[src/rtl/axi4_slave_read_addr_queue.sv]
// rtl/axi4_slave_read_addr_queue.sv - AXI4 slave AR channel request queue with burst validation
// Optional feature macro: AXI_AR_4K_CHECK_EN (flags INCR bursts that cross a 4 KB boundary).
module axi4_slave_read_addr_queue #(
  parameter int DATA_WIDTH = 32,
  parameter int ADDR_WIDTH = 32,
  parameter int ID_WIDTH   = 4,
  parameter int FIFO_DEPTH = 2
) (
  input  logic                        clk,
  input  logic                        rst,
  input  logic                        arvalid,
  output logic                        arready,
  input  logic [ADDR_WIDTH-1:0]       araddr,
  input  logic [ID_WIDTH-1:0]         arid,
  input  logic [7:0]                  arlen,
  input  logic [2:0]                  arsize,
  input  logic [1:0]                  arburst,
  output logic                        req_valid,
  input  logic                        req_ready,
  output logic [ADDR_WIDTH-1:0]       latched_araddr,
  output logic [ID_WIDTH-1:0]         latched_arid,
  output logic [7:0]                  latched_arlen,
  output logic [2:0]                  latched_arsize,
  output logic [1:0]                  latched_arburst,
  output logic                        req_err,
  output logic [$clog2(FIFO_DEPTH):0] occupancy
);

  localparam int PW = $clog2(FIFO_DEPTH);
  localparam int CW = PW + 1;
  localparam int SIZE_MAX = $clog2(DATA_WIDTH / 8);

  localparam logic [CW-1:0] FULL_CNT = CW'(FIFO_DEPTH);
  localparam logic [CW-1:0] CNT_ONE  = CW'(1);
  localparam logic [PW-1:0] PTR_ONE  = PW'(1);
  localparam logic [2:0]    SIZE_LIM = 3'(SIZE_MAX);

  localparam logic [1:0] BURST_INCR = 2'b01;
  localparam logic [1:0] BURST_WRAP = 2'b10;
  localparam logic [1:0] BURST_RSVD = 2'b11;

  // Entry storage, one array per field
  logic [ADDR_WIDTH-1:0] addr_q  [FIFO_DEPTH];
  logic [ID_WIDTH-1:0]   id_q    [FIFO_DEPTH];
  logic [7:0]            len_q   [FIFO_DEPTH];
  logic [2:0]            size_q  [FIFO_DEPTH];
  logic [1:0]            burst_q [FIFO_DEPTH];
  logic                  err_q   [FIFO_DEPTH];

  logic [PW-1:0] wr_ptr_q, wr_ptr_d;
  logic [PW-1:0] rd_ptr_q, rd_ptr_d;
  logic [CW-1:0] count_q, count_d;

  logic          push;
  logic          pop;
  logic          in_err;
  logic          size_err;
  logic          burst_err;
  logic          wrap_err;
  logic          cross_err;
  logic [PW-1:0] head_idx;

  // Handshake qualifiers; arready looks only at registered state, never at arvalid
  always_comb begin
    arready   = (count_q != FULL_CNT) && !rst;
    req_valid = (count_q != '0) && !rst;
    push      = arvalid && arready;
    pop       = req_valid && req_ready;
  end

  // Validation of the incoming AR attributes, evaluated once at push time
  always_comb begin
    size_err  = (arsize > SIZE_LIM);
    burst_err = (arburst == BURST_RSVD);
    wrap_err  = (arburst == BURST_WRAP) &&
                !((arlen == 8'd1) || (arlen == 8'd3) || (arlen == 8'd7) || (arlen == 8'd15));
`ifdef AXI_AR_4K_CHECK_EN
    // 21 bits hold 4095 + 256*128 without overflow
    cross_err = (arburst == BURST_INCR) &&
                (({9'd0, araddr[11:0]} + ((21'(arlen) + 21'd1) << arsize)) > 21'd4096);
`else
    cross_err = 1'b0;
`endif
    in_err = size_err || burst_err || wrap_err || cross_err;
  end

  // Next-state for pointers and count
  always_comb begin
    wr_ptr_d = wr_ptr_q;
    rd_ptr_d = rd_ptr_q;
    count_d  = count_q;
    if (push) begin
      wr_ptr_d = wr_ptr_q + PTR_ONE;
    end
    if (pop) begin
      rd_ptr_d = rd_ptr_q + PTR_ONE;
    end
    case ({push, pop})
      2'b10:   count_d = count_q + CNT_ONE;
      2'b01:   count_d = count_q - CNT_ONE;
      default: count_d = count_q;
    endcase
  end

  // Pointer, count and storage registers; reset wipes every entry
  always_ff @(posedge clk) begin
    if (rst) begin
      wr_ptr_q <= '0;
      rd_ptr_q <= '0;
      count_q  <= '0;
      for (int i = 0; i < FIFO_DEPTH; i++) begin
        addr_q[i]  <= '0;
        id_q[i]    <= '0;
        len_q[i]   <= '0;
        size_q[i]  <= '0;
        burst_q[i] <= '0;
        err_q[i]   <= 1'b0;
      end
    end else begin
      wr_ptr_q <= wr_ptr_d;
      rd_ptr_q <= rd_ptr_d;
      count_q  <= count_d;
      if (push) begin
        addr_q[wr_ptr_q]  <= araddr;
        id_q[wr_ptr_q]    <= arid;
        len_q[wr_ptr_q]   <= arlen;
        size_q[wr_ptr_q]  <= arsize;
        burst_q[wr_ptr_q] <= arburst;
        err_q[wr_ptr_q]   <= in_err;
      end
    end
  end

  // Head view: the slot behind rd_ptr is the last one read, and nothing
  // writes it while the queue is empty, so it doubles as the hold value
  always_comb begin
    head_idx = (count_q != '0) ? rd_ptr_q : (rd_ptr_q - PTR_ONE);
    if (rst) begin
      latched_araddr  = '0;
      latched_arid    = '0;
      latched_arlen   = '0;
      latched_arsize  = '0;
      latched_arburst = '0;
      req_err         = 1'b0;
      occupancy       = '0;
    end else begin
      latched_araddr  = addr_q[head_idx];
      latched_arid    = id_q[head_idx];
      latched_arlen   = len_q[head_idx];
      latched_arsize  = size_q[head_idx];
      latched_arburst = burst_q[head_idx];
      req_err         = err_q[head_idx];
      occupancy       = count_q;
    end
  end

endmodule

[config.mk]
export PLATFORM = sky130hd
export DESIGN_NAME = axi4_slave_read_addr_queue
export DESIGN_NICKNAME = d
export VERILOG_FILES = /design/src/rtl/axi4_slave_read_addr_queue.sv
export SDC_FILE = /design/constraint.sdc
export NUM_CORES = 1
export LEC_CHECK = 0
export ABC_AREA = 1
export ABC_CLOCK_PERIOD_IN_PS = 2400
export BUFFER_PORTS_ARGS = -buffer_cell sky130_fd_sc_hd__buf_2
export CAP_MARGIN = 20
export CORE_ASPECT_RATIO = 1.75
export CORE_MARGIN = 3
export CORE_UTILIZATION = 45
export CTS_CLUSTER_DIAMETER = 40
export CTS_CLUSTER_SIZE = 8
export DETAILED_ROUTE_END_ITERATION = 10
export PLACE_DENSITY = 0.79
export SLEW_MARGIN = 20
export SYNTH_ARGS = -nofsm -noshare
export SYNTH_HDL_FRONTEND = slang
export SYNTH_SLANG_ARGS = --single-unit
[constraint.sdc]
create_clock -name clk -period 2.4 [get_ports clk]
set_input_delay 0.12 -clock clk [delete_from_list [all_inputs] [get_ports clk]]
set_output_delay 0.12 -clock clk [all_outputs]
set_load 0.005 [all_outputs]
# After elaboration in Yosys (flattened, before gate mapping)
# Memories as Yosys holds them, arrays and structs flattened.
# Cells that the tools add are included.
# Widths: inputs -> output; s select.
[word_totals] register_bits=4 wordCells=76 mem_count=6 out_inout_bits=54 mem_bits_ro=0 in_bits=53 latchBits=0 ram_bits=100
[memory_table] memory="addr_q" depth=2 word_bits=32 read_ports=1 rd_clocked_by_memory_dff=0 wr=2 line="43" source="logic [ADDR_WIDTH-1:0] addr_q [FIFO_DEPTH];"
[memory_table] memory="len_q" depth=2 word_bits=8 read_ports=1 rd_clocked_by_memory_dff=0 wr=2 line="45" source="logic [7:0] len_q [FIFO_DEPTH];"
[memory_table] memory="id_q" depth=2 word_bits=4 read_ports=1 rd_clocked_by_memory_dff=0 wr=2 line="44" source="logic [ID_WIDTH-1:0] id_q [FIFO_DEPTH];"
[memory_table] memory="size_q" depth=2 word_bits=3 read_ports=1 rd_clocked_by_memory_dff=0 wr=2 line="46" source="logic [2:0] size_q [FIFO_DEPTH];"
[memory_table] memory="burst_q" depth=2 word_bits=2 read_ports=1 rd_clocked_by_memory_dff=0 wr=2 line="47" source="logic [1:0] burst_q [FIFO_DEPTH];"
[memory_table] memory="err_q" depth=2 word_bits=1 read_ports=1 rd_clocked_by_memory_dff=0 wr=2 line="48" source="logic err_q [FIFO_DEPTH];"
[classes] reduce_logical=20 n_mux=32 add_sub_neg=5 eq_ne=9 bitwise=0 n_shift=0 n_lt_le_gt_ge=1 div_mod_pow=0 multipliers=0
[ops] cell="$mux 32" count=2
[ops] cell="$reduce_or 32->1" count=1
[ops] cell="$mux 1" count=20
[ops] cell="$mux 8" count=2
[ops] cell="$eq 8x1->1 const B" count=1
[ops] cell="$eq 8x2->1 const B" count=1
[ops] cell="$eq 8x3->1 const B" count=1
[ops] cell="$eq 8x4->1 const B" count=1
[ops] cell="$mux 4" count=2
[ops] cell="$reduce_or 8->1" count=1
[ops] cell="$eq 2x2->1 const B" count=3
[ops] cell="$mux 2" count=3
[ops] cell="$mux 3" count=2
[ops] cell="$logic_and 1x1->1" count=5
[ops] cell="$logic_or 1x1->1" count=5
[ops] cell="$pmux 2 s2" count=1
[ops] cell="$reduce_bool 2->1" count=2
[ops] cell="$reduce_or 4->1" count=1
[ops] cell="$gt 3x2->1 const B" count=1
[ops] cell="$reduce_or 3->1" count=1
[ops] cell="$add 1x1->1 const B" count=2
[ops] cell="$add 2x1->2 const B" count=1
[ops] cell="$eq 2x1->1 const B" count=1
[ops] cell="$logic_not 1->1" count=2
[ops] cell="other kinds (5)" count=5

# Depth between registers and ports, before layout
[depth] word_depth=8 mapped_depth=10 ltp_nobuf=10

# Worst setup path before layout
# Ideal clock, no wire load.
[synth_timing] path_kind="register -> register" startpoint="register count_q[0]" endpoint="memory addr_q[0][0], enable pin" setup_time_ns=0.409 t_arrival_ns=2.092 path_buffers=1 required_time_ns=1.991 path_slack_ns=-0.101 period_less_slack_ns=2.501 stages_incl_launch_ff=6 cell_sequence="dfxtp_1 -> inv_2 -> a21oi_2 -> nand3_1 -> buf_2 -> nand2_1"
[synth_rtl] item="start: declaration" line="52" source="logic [CW-1:0] count_q, count_d;"
[synth_rtl] item="start signal: assignment" line="122" source="count_q <= count_d;"
[synth_rtl] item="end: declaration" line="43"

# Worst setup path in the final report
[layout_timing] startpoint="register count_q[1]" endpoint="output latched_araddr[31]"
[layout_via] elab_chain_len=4
[layout_lines] item="$reduce_bool 2->1" line="137" source="head_idx = (count_q != '0) ? rd_ptr_q : (rd_ptr_q - PTR_ONE);"
[layout_lines] item="$mux 1" line="137"
[layout_lines] item="$mem_v2 2x32"
[layout_lines] item="$mux 32" line="138" source="if (rst) begin"
[layout_lines] item="end: declaration" line="20" source="output logic [ADDR_WIDTH-1:0] latched_araddr,"
# No other way between the ends.

==> impl_summary.txt <==
----------------------------------------------------
[Place]
  Routability congestion estimate ... 0.786
  Number of cells after detailed placement ... 685
  HPWL Detailed ... 7440 um
  IO buf count ... 106
  Pre-CTS setup slack ... 543 ps

[Worst setup path]
  Setup CP Type ... flop to output pin
  Reg-to-reg slack, setup ... 610 ps
  Kind of end point of the critical path ... output pin
  Kind of launch point of the worst setup path ... flop
  Arr. time, crit path ... 2140 ps
  Required time of the worst setup path ... 2280 ps
  CP Max Fanout ... 19

[Clocking]
  Post CTS Setup Buffer Count ... 0
  Count of hold buffers inserted by post-cts repair ... 0
  Root Driver ... clkbuf_16
  Clock-pin slew on the worst setup and hold paths ... 60 ps
  Number of resized instances in the post-cts repair step ... 0
  H-Tree Level Count ... 3
  Inserted Clock Buffers ... 9
  Clock tree from TritonCTS ... yes
  Worst-skew pair later-pin latency ... 340 ps
  Longest Clk Path Bufs ... 2
  TritonCTS Sinks ... 104

[Yosys]
  Share of Yosys cell area claimed by the top area cell type ... 0.643
  Top cells by area in the synthesized netlist ... edfxtp_1, nor2_1, a21oi_1
  Synthesis-stage register bit count ... 104
  Fraction of registers with async set/reset ... 0
  Flip-flop cell with the highest count after synthesis ... edfxtp_1
  Number of cells produced by synthesis ... 474
  Net count after synthesis ... 528
  Cell taking the most area after synthesis ... edfxtp_1
  Post-synthesis sequential area ratio ... 0.661
  Mapped Avg Cell Area ... 9.85 um^2
  Number of enable-type register cells in the synthesized netlist ... 100
  Count of different cell masters after synthesis ... 18
  Mapped Area ... 4670 um^2
  Synth warnings ... 0

[STA]
  Worst Clk Skew ... 8.26 ps
  Final count of negative-setup-slack endpoints ... 0
  Final count of hold timing violations ... 0
  Number of pins exceeding their max-slew limit in the final report ... 0
  Upper clock frequency limit ... 443 MHz
  Unrepaired setup endpoints after global routing ... false
  Fin Setup TNS ... 0 ps
  Slew at the pin closest to its max-slew limit ... 571 ps
  Least setup slack across all paths after layout ... 141 ps
  Final period utilization ... 0.941
  Max_slew headroom ... 0.619
  Min Clock Period, post-route ... 2260 ps

[Pwr]
  Cell leakage power ... 2.54 nW
  Power density over the cells ... 735 nW/um^2
  Worst vdd ir ... 0.398 mV

[Run]
  Reported max-cap violation count ... 0

[Route]
  Via Count ... 3,588
  First DRT Iteration DRCs ... 278
  Total Wirelength ... 11,000 um
  Length of the first detailed-routing pass in iterations ... 4
  DRC Markers ... 0
  Via density ... 5.11
  Mean routed wirelength per cell ... 15.7 um
  Remaining number of nets flagged by the antenna check after routing ... 0

[Outcome]
  Run status ... complete, no violations

[Floorplanning]
  Chip Width ... 83.0 um
  # IOs ... 107
  Number of rows created at floorplan ... 48
  Effective utilization at floorplan ... 0.468
  Die footprint ... 11,700 um^2
  Core Footprint ... 9970 um^2
  Die boundary height ... 141 um

[GRT]
  Number of antenna violations at the first check in global routing ... 1
  Largest net degree at the start of global routing ... 51
  Remaining global-route overflow ... 0
  All-layer global routing usage ... 0.193
  Via count of the first global-routing pass ... 3,723
  Wire length of the first global-routing pass ... 17,700 um

[Finish]
  Number of nets in the finished design ... 625
  Final Instance Count excl. Fillers ... 702
  Syn-to-layout area delta ... 20.4%
  Fill cell instance count of the final layout ... 908
  Fraction of final layout cells sized beyond drive strength 1 ... 0.238

[Worst hold path]
  Worst Hold Class ... primary input to flop

----------------------------------------------------
through the flow:
step / cell area [um^2] / total power [mW] / util / hold slack, ps
2_1_floorplan: 4670 / 2.56 / - / 272
3_3_place_gp: 5350 / 2.81 / 0.536 / 428
3_5_place_dp: 5350 / 2.84 / 0.536 / 434
4_1_cts: 5620 / 4.18 / 0.563 / 75.4
5_1_grt: 5620 / 4.32 / 0.564 / 91.2
6_report: 5620 / 4.13 / 0.564 / 88.2
metal layers:
| metal | share of wire | global-route usage | wire length [um] |
|---|---|---|---|
| met2 | 0.55 | 0.354 | 6000 |
| met4 | 0.037 | 0.103 | 412 |
| met1 | 0.38 | 0.206 | 4120 |
| met5 | 0 | 0 | 0 |
| met3 | 0.042 | 0.0357 | 461 |
layout by cell type, fill, tap and decap left out:
master	count
edfxtp_1	100
a21oi_2	1
clkbuf_16	9
clkbuf_1	5
clkbuf_8	2
xor2_1	1
nor2_1	107
nand2_2	4
nand2_1	56
buf_4	9
nand3_1	52
inv_2	1
nand3_2	2
diode_2	1
o21ai_0	2
buf_2	106
buf_12	2
ha_1	1
inv_1	54
dfxtp_1	4
o21bai_1	1
o21ai_4	1
a21oi_1	56
sequential cells by signal, summed over array words and instances, names as in the netlist:
register,count
addr_q,64
burst_q,4
count_q,2
err_q,2
id_q,8
len_q,16
rd_ptr_q,1
size_q,6
wr_ptr_q,1
report_power, final:
group          total (mW)  switching (mW)  internal [mW]
sequential           2.17          0.0404           2.13
combinational       0.626           0.401          0.225
clock                1.34           0.576          0.762
total                4.13            1.02           3.11
worst max-delay path: stages, from the launching register on:
cell and delay (ps):
dfxtp_1 390, nor2_1 240, nand2_2 100, nand2_2 340, buf_4 280, nand2_1 70, a21oi_1 210, buf_2 160
synth_stat cells, types with 2 or more instances:
library cell  count
nor2_1          107
edfxtp_1        100
nand3_1          53
dfxtp_1           4
inv_1            54
o21ai_0           2
clkbuf_1          9
buf_2            21
nand2_1          60
a21oi_1          56
final cells by class:
| type | instances | area, um^2 | share of cell area |
|---|---|---|---|
| repair buffers | 117 | 638 | 0.114 |
| multi-input cells | 284 | 1260 | 0.224 |
| inverters | 55 | 206 | 0.0367 |
| clock buffers | 16 | 272 | 0.0483 |
| well taps | 125 | 156 | 0.0278 |
| diodes | 1 | 2.50 | 0.000445 |
| flip-flops and latches | 104 | 3080 | 0.549 |
worst paths after layout:
kind                   start            endpoint  cells past startpoint
hold / removal       arid[3]          id_q[1][3]                      3
setup reg to reg  count_q[0]        addr_q[1][5]                      5
hold reg to reg     wr_ptr_q            wr_ptr_q                      2
setup / recovery  count_q[1]  latched_araddr[31]                      7
cells by family after synthesis:
family	count (synthesis)	share of synthesized area
AO/OA/AOI/OAI	61	0.0668
AND/OR/NAND/NOR	221	0.193
XOR/XNOR	1	0.00188
flip-flops	104	0.661
buffers and inverters	86	0.0748
adder cells (fa/ha/maj)	1	0.00268
Power figures use the tool's default switching activity.
